<file path="config.mk">
export PLATFORM = sky130hd
export DESIGN_NAME = segment_tally
export DESIGN_NICKNAME = d
export VERILOG_FILES = /design/src/rtl/segment_tally.sv
export SDC_FILE = /design/constraint.sdc
export NUM_CORES = 1
export LEC_CHECK = 0
export ABC_AREA = 1
export BUFFER_PORTS_ARGS = -buffer_cell sky130_fd_sc_hd__buf_2
export CAP_MARGIN = 20
export CORE_MARGIN = 4
export CORE_UTILIZATION = 55
export DETAILED_ROUTE_END_ITERATION = 10
export PLACE_DENSITY = 0.72
export SLEW_MARGIN = 20
export SYNTH_ARGS = -nofsm -noshare
export SYNTH_HDL_FRONTEND = slang
export SYNTH_SLANG_ARGS = --single-unit
</file>
<file path="constraint.sdc">
create_clock -name clk -period 11.9 [get_ports clk]
set_clock_uncertainty 0.15 [all_clocks]
set_input_delay 1.19 -clock clk [delete_from_list [all_inputs] [get_ports clk]]
set_output_delay 1.19 -clock clk [all_outputs]
set_load 0.05 [all_outputs]
</file>
<file path="src/rtl/segment_tally.sv">
// rtl/segment_tally.sv - per-frame lit-pixel tally for six digit windows, drained over valid/ready
module segment_tally #(
  parameter logic [5:0] THRESH = 6'd24,
  parameter int         CNT_W  = 14
) (
  input  logic             clk,
  input  logic             rst,
  input  logic [9:0]       hcnt,
  input  logic [9:0]       vcnt,
  input  logic             pixEn,
  input  logic [11:0]      pixelIn,
  input  logic             ready,
  output logic             valid,
  output logic [2:0]       digitIdx,
  output logic [CNT_W-1:0] count,
  output logic             frameDone,
  output logic             overrun
);

  localparam logic [CNT_W-1:0] CNT_MAX = '1;
  localparam logic [9:0] ROW_FIRST = 10'd151;
  localparam logic [9:0] ROW_LAST  = 10'd299;
  localparam logic [9:0] SNAP_ROW  = 10'd300;
  localparam logic [9:0] COL_LO [6] = '{10'd51, 10'd141, 10'd231, 10'd336, 10'd426, 10'd516};
  localparam logic [9:0] COL_HI [6] = '{10'd124, 10'd214, 10'd304, 10'd409, 10'd499, 10'd589};

  typedef enum logic {IDLE, EMIT} stateT;

  stateT            state;
  logic [CNT_W-1:0] acc  [6];
  logic [CNT_W-1:0] hold [6];

  logic [6:0] pixSum;
  logic       pixLit;
  logic       rowHit;
  logic [5:0] winHit;
  logic       snapEvt;
  logic       accept;
  logic       lastAccept;
  logic       snapTake;
  logic [2:0] nextIdx;

  assign pixSum = {3'b000, pixelIn[11:8]} + {3'b000, pixelIn[7:4]} + {3'b000, pixelIn[3:0]};
  assign pixLit = pixSum >= {1'b0, THRESH};
  assign rowHit = (vcnt >= ROW_FIRST) && (vcnt <= ROW_LAST);

  for (genvar k = 0; k < 6; k++) begin : gWin
    assign winHit[k] = rowHit && (hcnt >= COL_LO[k]) && (hcnt <= COL_HI[k]);
  end

  // The snapshot point lies outside every window, so clearing acc never drops a pixel.
  assign snapEvt    = pixEn && (vcnt == SNAP_ROW) && (hcnt == 10'd0);
  assign accept     = valid && ready;
  assign lastAccept = accept && (digitIdx == 3'd5);
  assign snapTake   = snapEvt && ((state == IDLE) || lastAccept);
  assign nextIdx    = digitIdx + 3'd1;

  always_ff @(posedge clk) begin
    for (int k = 0; k < 6; k++) begin
      if (rst || snapEvt) begin
        acc[k] <= '0;
      end else if (pixEn && pixLit && winHit[k] && (acc[k] != CNT_MAX)) begin
        acc[k] <= acc[k] + CNT_W'(1);
      end
    end
  end

  always_ff @(posedge clk) begin
    for (int k = 0; k < 6; k++) begin
      if (rst) begin
        hold[k] <= '0;
      end else if (snapTake) begin
        hold[k] <= acc[k];
      end
    end
  end

  // digitIdx doubles as the drain index; count tracks hold[digitIdx] one step ahead.
  always_ff @(posedge clk) begin
    if (rst) begin
      state     <= IDLE;
      valid     <= 1'b0;
      digitIdx  <= 3'd0;
      count     <= '0;
      frameDone <= 1'b0;
      overrun   <= 1'b0;
    end else begin
      frameDone <= lastAccept;
      overrun   <= snapEvt && !snapTake;
      if (snapTake) begin
        state    <= EMIT;
        valid    <= 1'b1;
        digitIdx <= 3'd0;
        count    <= acc[0];
      end else if (accept) begin
        if (digitIdx != 3'd5) begin
          digitIdx <= nextIdx;
          count    <= hold[nextIdx];
        end else begin
          state    <= IDLE;
          valid    <= 1'b0;
          digitIdx <= 3'd0;
          count    <= '0;
        end
      end
    end
  end

endmodule

</file>
==> results.md, run 1 <==
* Fraction of layout cells with a size suffix above 1 at 14.1%
* Mean Syn Cell Area at 8.89 um2
* Max_cap viols at 0
* Slew @ Worst Pin at 1.07 ns
* Total track usage at between 20% and 30%
* Tmin final at 4.01 ns
* Largest net degree at the start of global routing at 88
* Clock sinks at about 190
* Area Growth Syn to Fin at 9.44%
* Worst hold path class: register to register
* H-tree levels at 4
* First-pass GRT wire length at approximately 35000 um
* Full die area at 21000 um2
* Die Y at ~150 um
* Overall power at between 1 and 1.5 mW
* Cell mode on critical path: nand2_1
* Total Neg Setup Slack at 0 ns
* Post-DRT Antenna Nets at 0
* DRC violations left at 0
* Chip Width at 145 um
* Worst hold start: count[10]$_SDFFE_PP0P_
* Detailed-route vias per instance at 5.17
* Flop-to-flop setup slack at 8.70 ns
* Worst R2R End: count[8]$_SDFFE_PP0P_
* Overflow after GRT at 0
* Leak at approximately 4.8 nW
* Mapped Nets at 1214
* Slew Viols, Final at 0
* Synth Register Bits at roughly 190
* Final setup violation count at 0
* CTS resizes at 0
* Register clock-pin slew on the reported worst setup and hold paths at around 0.070 ns
* I/O Buffers at 55
* Worst Reg2Reg Path Length in Cells at 9
* Vias in the first global route at 6957
* Crit path launch type: input pin
* RSZ-0062 raised after global routing: no
* Mapped Cells at 1162
* Placed Cells at between 1000 and 1500
* Fin Hold WS at 0.376 ns
* Max incr delay on CP at 0.53 ns
* GPL Wtd Cong at 0.891
* Clock Latency Late Sink at 0.44 ns
* Cell Rows at about 50
* Min-Delay Endpoint: count[10]$_SDFFE_PP0P_
* Synth async-reset ratio at 0%
* CTS tree: built
* Core ar. at 18200 um2
* Worst path required time at 11.82 ns
* Layout Cell Area excl Fill at 11300 um2
* Fmax at about 250 MHz
* Warnings, synthesis at 0
* Slowest stage cell, crit path: fa_1
* Clock tree buffer depth at 2
* Tcrit/Tclk final at 33.7%
* Antenna diode count at 0
* Syn Std Cell Area at 10300 um2
* Max IR drop VDD at 111 uV
* Starting density of the core at 56.7%
* Launching point of the worst reg2reg path: digitIdx[1]$_SDFFE_PP0P_
* Non-Filler Instances at 1447
* Placed cell area at roughly 11000 um2
* Worst path cell trace: buf_2 > fa_1 > ha_1 > inv_1 > fa_1 > xnor2_1 > nand3_1 > nand2_1 > inv_1 > nor2_4 > nand2_1 > nand2_1
* Final Routed Wirelength at 21700 um
* Critical Path End Type: register
* Hold Buf Count CTS at 0
* Post-layout nets at 1257
* Critical path fanouts, max at 14
* Antenna violations before repair at 0
* DRT iter0 DRCs at about 660
* Post-DR wirelength/cell at about 15 um
* CTS root buf: clkbuf_16
* Ports at 56
* Final hold violation count at 0
* Top_reg_cell synth: edfxtp_1
* Total setup buffers inserted after CTS at 0
* Max_slew headroom at 28.5%
* Total CTS buffers at 17
* First drt pass iteration count at 5
* Post-synth EDFFs at 168
* Hold Path Cell Cnt at 2
* Vias at around 7500
* Seq/Total Area, Yosys at 52.7%
* Post-DP HPWL at 15300 um
* Worst setup path category: input pin to register
* Distinct cells, synth at 39
* P per Cell Area at 124 nW/um2
* Status: finished, final reports clean
* Data arrival, critical path at approximately 3.9 ns
routing by layer:
metal  share of wire, %  up-vias  GRT usage, %
li1                   -     3756             -
met1                 45     3499          29.1
met2                 48      202          33.4
met3                5.2       25          4.21
met4                2.0        0          6.70
met5                  0        -             0
placed cells by master, fill, tap and decap left out, types with 2 or more instances in the layout:
cell and count:
nor2_1 274, nand2_1 199, edfxtp_1 168, inv_1 155
xor2_1 60, nor2_2 55, buf_2 55, o21ai_0 48
nand3_1 45, dfxtp_1 20, nor3_1 17, clkbuf_16 17
mux2i_1 14, ha_1 11, xnor2_1 9, a21oi_1 7
nor2_4 7, nand4_1 6, clkinv_4 6, nand2_2 5
nand3_4 5, fa_1 5, inv_6 3, buf_4 3
nand2_4 2, nand3_2 2, inv_8 2
power by group:
part | switching (mW) | internal, mW
logic | 0.0577 | 0.0274
registers | 0.0143 | 0.737
clock network | 0.266 | 0.296
total | 0.338 | 1.06
worst max-delay path by stage:
stage,startpoint,end,slack [ns],cells after the start
floorplan,hcnt[9],hold[0][0]$_SDFFCE_PN0P_,3.33,5
global placement,pixelIn[1],acc[1][1]$_SDFFCE_PN0P_,7.51,12
detailed placement,pixelIn[1],acc[5][7]$_SDFFCE_PN0P_,7.47,12
CTS,pixelIn[1],acc[4][2]$_SDFFCE_PN0P_,7.89,12
global route,pixelIn[1],acc[1][4]$_SDFFCE_PN0P_,7.73,12
finish,pixelIn[1],acc[4][2]$_SDFFCE_PN0P_,7.89,12
logic make-up after synthesis:
family          share of synthesized area [%]
simple gates                             26.5
fa+ha+maj                                2.30
buf+inv                                  7.97
mux                                      1.36
compound gates                           3.13
flops                                    52.7
xor+xnor                                 6.01
state kept, by name (all words and copies together), names as in the netlist:
signal / flops
count: 14
digitIdx: 3
state: 1
frameDone: 1
acc: 84
hold: 84
overrun: 1
cells in the mapped netlist (2+ instances only):
library cell | n | area share [%]
a21oi_1 | 7 | 0.34
buf_2 | 13 | 0.63
buf_6 | 9 | 0.98
clkbuf_1 | 10 | 0.36
dfxtp_1 | 20 | 3.9
edfxtp_1 | 168 | 49
fa_1 | 5 | 0.97
ha_1 | 11 | 1.3
inv_1 | 155 | 5.6
mux2i_1 | 14 | 1.4
nand2_1 | 200 | 7.3
nand2_2 | 4 | 0.24
nand2_4 | 2 | 0.22
nand3_1 | 45 | 2.2
nand3_2 | 2 | 0.19
nand3_4 | 5 | 0.85
nand4_1 | 6 | 0.36
nor2_1 | 274 | 10
nor2_2 | 55 | 3.3
nor2_4 | 7 | 0.76
nor3_1 | 17 | 0.82
o21ai_0 | 49 | 2.4
xnor2_1 | 9 | 0.76
xor2_1 | 60 | 5.1
critical path: cells and delay by family:
kind | cells | cell delay [ns]
fa+ha+maj | 3 | 1.09
buf+inv | 3 | 0.23
simple gates | 5 | 1.26
xor+xnor | 1 | 0.16
cell type report:
cell class	instances	area [um2]
clock buffer	17	425
clock inverter	15	159
fill	1533	6910
inverter	156	588
multi-input combinational	783	4070
sequential	188	5450
tap	229	287
timing repair buffer	59	325
through the flow:
step	utilization [%]	setup WS (ns)
finish	62.1	7.89
global route	62.1	7.73
CTS	61.9	7.89
detailed placement	58.7	7.47
global placement	58.7	7.51
floorplan	-	3.33
(Power assumes the default switching activity.)
==> run 2: changes to the inputs <==
==> constraint.sdc (replaced) <==
create_clock -name clk -period 4.2 [get_ports clk]
set_clock_uncertainty 0.15 [all_clocks]
set_input_delay 0.42 -clock clk [delete_from_list [all_inputs] [get_ports clk]]
set_output_delay 0.42 -clock clk [all_outputs]
set_load 0.05 [all_outputs]
==> run 2 against run 1 <==
Effect of this change:
- non-clock buffer count unchanged
- sequential share of layout area down 0.15 points
- die area unchanged
- clock power rose to 3.0 times the previous value
- register-to-register slack worse by 7.5 ns
- sequential power rose to 2.8 times the previous value
- count of clock-buffer cells in the layout unchanged
- flip-flop and latch count unchanged
==> results.md, run 2 (synthesized netlist as in run 1, its figures left out) <==
* Final Routed Wirelength at roughly 21000 um
* Critical Path End Type: register
* Max_slew headroom at between 20 and 30%
* P_int at 3.08 mW
* Die Y at 145 um
* Vias in the first global route at 6884
* Core ar. at 18200 um2
* Largest net degree at the start of global routing at 88
* Clock tree buffer depth at 2
* Worst path required time at 4.12 ns
* Full die area at 21000 um2
* Chip Width at 145 um
* Hold Buf Count CTS at 0
* Total CTS buffers at 17
* Slew Viols, Final at 0
* Crit path launch type: input pin
* Antenna violations before repair at 0
* First-pass GRT wire length at about 35000 um
* I/O Buffers at 55
* CTS root buf: clkbuf_16
* Detailed-route vias per instance at slightly above 5
* Max_cap viols at 0
* Filler cell count at between 1000 and 1500
* Clk pwr share at approximately two fifths
* DRT iter0 DRCs at 564
* Post-DP HPWL at 15300 um
* Clock Latency Late Sink at 0.44 ns
* Tcrit/Tclk final at between 70 and 80%
* Area Growth Syn to Fin at 9.78%
* First drt pass iteration count at 7
* Max IR drop VDD at 281 uV
* Seq pwr share at 52.5%
* Total setup buffers inserted after CTS at 0
* RSZ-0062 raised after global routing: no
* H-tree levels at 4
* Tmin final at 3.25 ns
* Placed cell area at 10700 um2
* Regs by FF count: acc: 84 flops, hold: 84 flops, count: 14 flops
* Final setup violation count at 0
* Commonest non-fill, non-tap cell in the layout: nor2_1
* CTS tree: built
* Total track usage at around 20%
* Fmax at between 300 and 400 MHz
* Post-DRT Antenna Nets at 0
* DRC violations left at 0
* Final hold violation count at 0
* Post-DR wirelength/cell at between 10 and 15 um
* Placed Cells at between 1000 and 1500
* Layout Cell Area excl Fill at 11300 um2
* Clock sinks at 188
* Worst setup path category: input pin to register
* Starting density of the core at 56.7%
* Critical path fanouts, max at 14
* Leak at 4.80 nW
* Commonest non-fill, non-tap cells in the layout: nor2_1 (274), nand2_1 (199), edfxtp_1 (168)
* Antenna diode count at 0
* Cell Rows at 49
* Data arrival, critical path at between 3 and 4 ns
* NetSw at roughly 1 mW
* Post-layout nets at approximately 1300
* Comb power frac at just under 6%
* CTS resizes at 0
* Ports at 56
* Fin Hold WS at roughly 0.24 ns
* Overall power at 4.05 mW
* Worst hold path class: input pin to register
* Fraction of layout cells with a size suffix above 1 at 14.2%
* Status: finished, final reports clean
* Slew @ Worst Pin at 1.08 ns
* P per Cell Area at 358 nW/um2
* Switching Fraction at between 20 and 25%
* Register clock-pin slew on the reported worst setup and hold paths at 0.07 ns
* Non-Filler Instances at around 1400
* Total Neg Setup Slack at 0 ns
* Vias at 7423
* GPL Wtd Cong at 0.903
* Overflow after GRT at 0
## run 2: changes by cell type in the layout (fill, tap and decap cells not counted)
cell        delta
clkinv_4       -5
inv_8          +4
buf_12         +1
buf_16         -1
bufinv_16      +1
clkinv_1       -1
clkinv_8       +1
clkinvlp_4     +1
inv_6          -1
## run 2: final timing paths
check	startpoint	end	slack, ns	cells past startpoint
setup / recovery	pixelIn[1]	acc[2][6]$_SDFFCE_PN0P_	0.95	12
hold / removal	rst	state$_SDFFE_PP0P_	0.24	2
setup reg to reg	digitIdx[1]$_SDFFE_PP0P_	hold[4][2]$_SDFFCE_PN0P_	1.19	9
hold reg to reg	count[11]$_SDFFE_PP0P_	count[11]$_SDFFE_PP0P_	0.37	2
## run 2: final cells by class
cell class | count | area [um2] | share of cell area, %
tap | 229 | 287 | 2.53
clock inverter | 15 | 201 | 1.78
clock buffer | 17 | 425 | 3.75
inverter | 156 | 588 | 5.19
multi-input combinational | 783 | 4070 | 35.9
sequential | 188 | 5450 | 48.0
timing repair buffer | 59 | 318 | 2.80
## run 2: power groups by stage
stage          registers, mW  clock network [mW]  logic [mW]
3_3_place_gp            2.17                   0       0.233
6_report                2.13                1.69       0.239
3_5_place_dp            2.17                   0       0.237
2_1_floorplan           2.16                   0       0.169
5_1_grt                 2.14                1.79       0.270
4_1_cts                 2.13                1.71       0.239
## run 2: worst max-delay path: stages
cell     delay, ns
buf_2         0.11
fa_1          0.53
ha_1          0.17
inv_1         0.06
fa_1          0.40
o21ai_0       0.21
nand2_1       0.08
nand2_1       0.07
inv_1         0.06
nor2_4        0.48
nand2_1       0.10
nand2_1       0.47
## run 2: metal layers
| metal | global-route usage, % | up-vias | routed length [um] |
|---|---|---|---|
| met4 | 5.42 | 0 | 389 |
| met2 | 31.7 | 180 | 9720 |
| li1 | - | 3763 | - |
| met1 | 29.1 | 3452 | 9760 |
| met5 | 0 | - | 0 |
| met3 | 4.80 | 28 | 1120 |
## run 2: per-stage QoR
| step | worst slack, ns | utilization, % |
|---|---|---|
| after floorplan | 0.0311 | - |
| after global placement | 0.583 | 58.8 |
| after detailed placement | 0.508 | 58.8 |
| after CTS | 0.977 | 62.2 |
| after global routing | 0.748 | 62.2 |
| final | 0.955 | 62.2 |
==> run 3: changes to the inputs <==
--- a/config.mk
+++ b/config.mk
@@ -5,7 +5,7 @@
 export SDC_FILE = /design/constraint.sdc
 export NUM_CORES = 1
 export LEC_CHECK = 0
-export ABC_AREA = 1
+export ABC_AREA = 0
 export BUFFER_PORTS_ARGS = -buffer_cell sky130_fd_sc_hd__buf_2
 export CAP_MARGIN = 20
 export CORE_MARGIN = 4
==> constraint.sdc (replaced) <==
create_clock -name clk -period 3.3 [get_ports clk]
set_clock_uncertainty 0.15 [all_clocks]
set_input_delay 0.33 -clock clk [delete_from_list [all_inputs] [get_ports clk]]
set_output_delay 0.33 -clock clk [all_outputs]
set_load 0.05 [all_outputs]
==> run 3 against run 2 <==
Effect of this change:
- flip-flop and latch count did not move
- worst setup slack worse by 0.43 ns
- first-iteration DRC count is 3.7% higher
- final cell count down 21%
- synthesized cell count shrank 27%
- synthesized area fell by 2.6%
- register-to-register slack worse by 0.67 ns
- die area down 2.5%
- hold slack worse by 0.17 ns
- global-route usage increased by 1.8 points
- combinational power increased by 46%
==> results.md, run 3 <==
* DRT iter0 DRCs at 585
* Filler cell count at roughly 1400
* Post-layout nets at 960
* Mapped Nets at 906
* Seq. cell area at 5450 um2
* Final hold violation count at 0
* Placed Cells at 1118
* Syn Std Cell Area at 10100 um2
* Die Y at 143 um
* Data arrival, critical path at 2.94 ns
* Leading post-synthesis cells by cell area: edfxtp_1 (50%), nor3_1 (4.5%), dfxtp_1 (4.0%), and2_2 (3.8%), xor2_1 (3.7%)
* Post-DRT Antenna Nets at 0
* First-pass GRT wire length at roughly 35000 um
* DRC violations left at 0
* Hold Path Cell Cnt at 3
* Slew Viols, Final at 0
* I/O Buffers at 55
* Register clock-pin slew on the reported worst setup and hold paths at 0.07 ns
* CTS resizes at 0
* Max incr delay on CP at 0.48 ns
* Fraction of layout cells with a size suffix above 1 at 23.8%
* Worst setup path category: register to register
* Area Growth Syn to Fin at 12.1%
* Worst Reg2Reg Path Length in Cells at 8
* Starting density of the core at around 56%
* Regs by FF count: acc: 84 flops, hold: 84 flops, count: 14 flops
* Crit path from: digitIdx[1]$_SDFFE_PP0P_
* Seq/Total Area, Yosys at between 50 and 60%
* Clock Latency Late Sink at 0.44 ns
* Cell Rows at 49
* Warnings, synthesis at 0
* Max_cap viols at 0
* Status: finished, final reports clean
* Synth Register Bits at 188
* Final Routed Wirelength at 21800 um
* Clock tree buffer depth at 2
* Post-synth EDFFs at 168
* First drt pass iteration count at 5
* Synth top cells by count: edfxtp_1 (168), nor3_1 (91), and2_1 (51), and2_2 (51), nor2_1 (49)
* Detailed-route vias per instance at 5.81
* RSZ-0062 raised after global routing: no
* Clock sinks at 188
* Max IR drop VDD at 393 uV
* Largest net degree at the start of global routing at 85
* Mapped Cells at 854
* Synth async-reset ratio at 0%
* Top_reg_cell synth: edfxtp_1
* Footprint of the multi-input gates at 4280 um2
* Worst R2R End: count[3]$_SDFFE_PP0P_
* Vias at 6682
* Leak at approximately 4.0 nW
* Hold Buf Count CTS at 0
* Worst path cell trace: inv_1 > ha_1 > buf_12 > mux2_2 > mux4_2 > and2_1 > a311oi_1 > nor4b_1
* Worst hold start: ready
* Overflow after GRT at 0
* Overall power at 5.24 mW
* Critical path fanouts, max at 29
* Post-DR wirelength/cell at 19.0 um
* Flop-to-flop setup slack at 0.52 ns
* Ports at 56
* Share of the synthesized area in the top cell type at 50.2%
* Min-Delay Endpoint: digitIdx[2]$_SDFFE_PP0P_
* Post-DP HPWL at 15200 um
* Worst hold path class: input pin to register
* Total CTS buffers at 17
* Non-Filler Instances at ~1200
* Max_slew headroom at 27.2%
* Antenna violations before repair at 0
* Slew @ Worst Pin at 1.09 ns
* Crit path launch type: register
* Fin worst setup slack at roughly 0.52 ns
* Tcrit/Tclk final at 84.2%
* Distinct cells, synth at 55
* Total setup buffers inserted after CTS at 0
* Slowest stage cell, crit path: mux4_2
* Commonest non-fill, non-tap cell in the layout: edfxtp_1
* Tmin final at 2.78 ns
* P per Cell Area at 465 nW/um2
* Core ar. at 18000 um2
* Fmax at around 360 MHz
* Total track usage at around 22%
* Chip Width at roughly 140 um
* Full die area at 20500 um2
* Post-synth top area cell: edfxtp_1
* Setup WS pre-CTS at roughly 0.16 ns
* H-tree levels at 4
* Final setup violation count at 0
* Vias in the first global route at 6300
* Commonest non-fill, non-tap cells in the layout: edfxtp_1 (168), nor3_1 (91), buf_2 (55)
* Launching point of the worst reg2reg path: digitIdx[1]$_SDFFE_PP0P_
* Worst path required time at 3.46 ns
* Critical Path End Type: register
* Mean Syn Cell Area at 11.8 um2
* Placed cell area at 10600 um2
* CTS tree: built
* Layout Cell Area excl Fill at 11300 um2
* Count leader, synth: edfxtp_1
* CTS root buf: clkbuf_16
* GPL Wtd Cong at 0.871
* Antenna diode count at 0
run 3: power by group:
group | switching, mW | internal (mW)
Clock | 0.897 | 1.27
Combinational | 0.214 | 0.134
Sequential | 0.0681 | 2.66
run 3: routing by layer:
| layer | up-vias | part of all wire, % | global-route usage (%) |
|---|---|---|---|
| met5 | - | 0 | 0 |
| met4 | 0 | 2.9 | 8.30 |
| met1 | 3208 | 46 | 32.1 |
| met2 | 180 | 47 | 33.9 |
| met3 | 40 | 4.7 | 3.65 |
| li1 | 3254 | - | - |
run 3: kinds of logic (layout without fill, tap and decap cells):
| group | after synthesis | after routing | share of synthesized area, % |
|---|---|---|---|
| fa+ha+maj | 16 | 16 | 2.36 |
| flops | 188 | 188 | 54.2 |
| compound gates | 58 | 58 | 3.87 |
| simple gates | 404 | 404 | 23.4 |
| buf+inv | 72 | 139 | 3.47 |
| mux | 43 | 43 | 6.37 |
| xor+xnor | 73 | 73 | 6.36 |
run 3: critical path, delay by kind of cell, from the launching register on:
family          cells  cell delay [ns]
compound gates      1             0.33
fa+ha+maj           1             0.32
buf+inv             2             0.28
flops               1             0.42
mux                 2             0.86
simple gates        2             0.28
run 3: worst max-delay path by stage:
stage,end,cells past startpoint
2_1_floorplan,acc[0][0]$_SDFFCE_PN0P_,8
3_3_place_gp,acc[2][2]$_SDFFCE_PN0P_,11
3_5_place_dp,acc[2][13]$_SDFFCE_PN0P_,11
4_1_cts,count[5]$_SDFFE_PP0P_,8
5_1_grt,acc[1][4]$_SDFFCE_PN0P_,11
6_report,count[3]$_SDFFE_PP0P_,8
run 3: through the flow:
stage               util [%]  TNS (ns)  hold slack [ns]
floorplan                  -    -10.83            0.361
global placement        59.3         0            0.351
detailed placement      59.3         0            0.353
CTS                     62.7         0           0.0520
global route            62.7         0           0.0922
finish                  62.7         0           0.0639
run 3: layout make-up:
cell class	instances	area share, %
Multi-Input combinational cell	594	37.9
Tap cell	229	2.54
Clock buffer	17	3.78
Sequential cell	188	48.3
Timing Repair Buffer	84	4.93
Clock inverter	15	1.71
Inverter	23	0.766
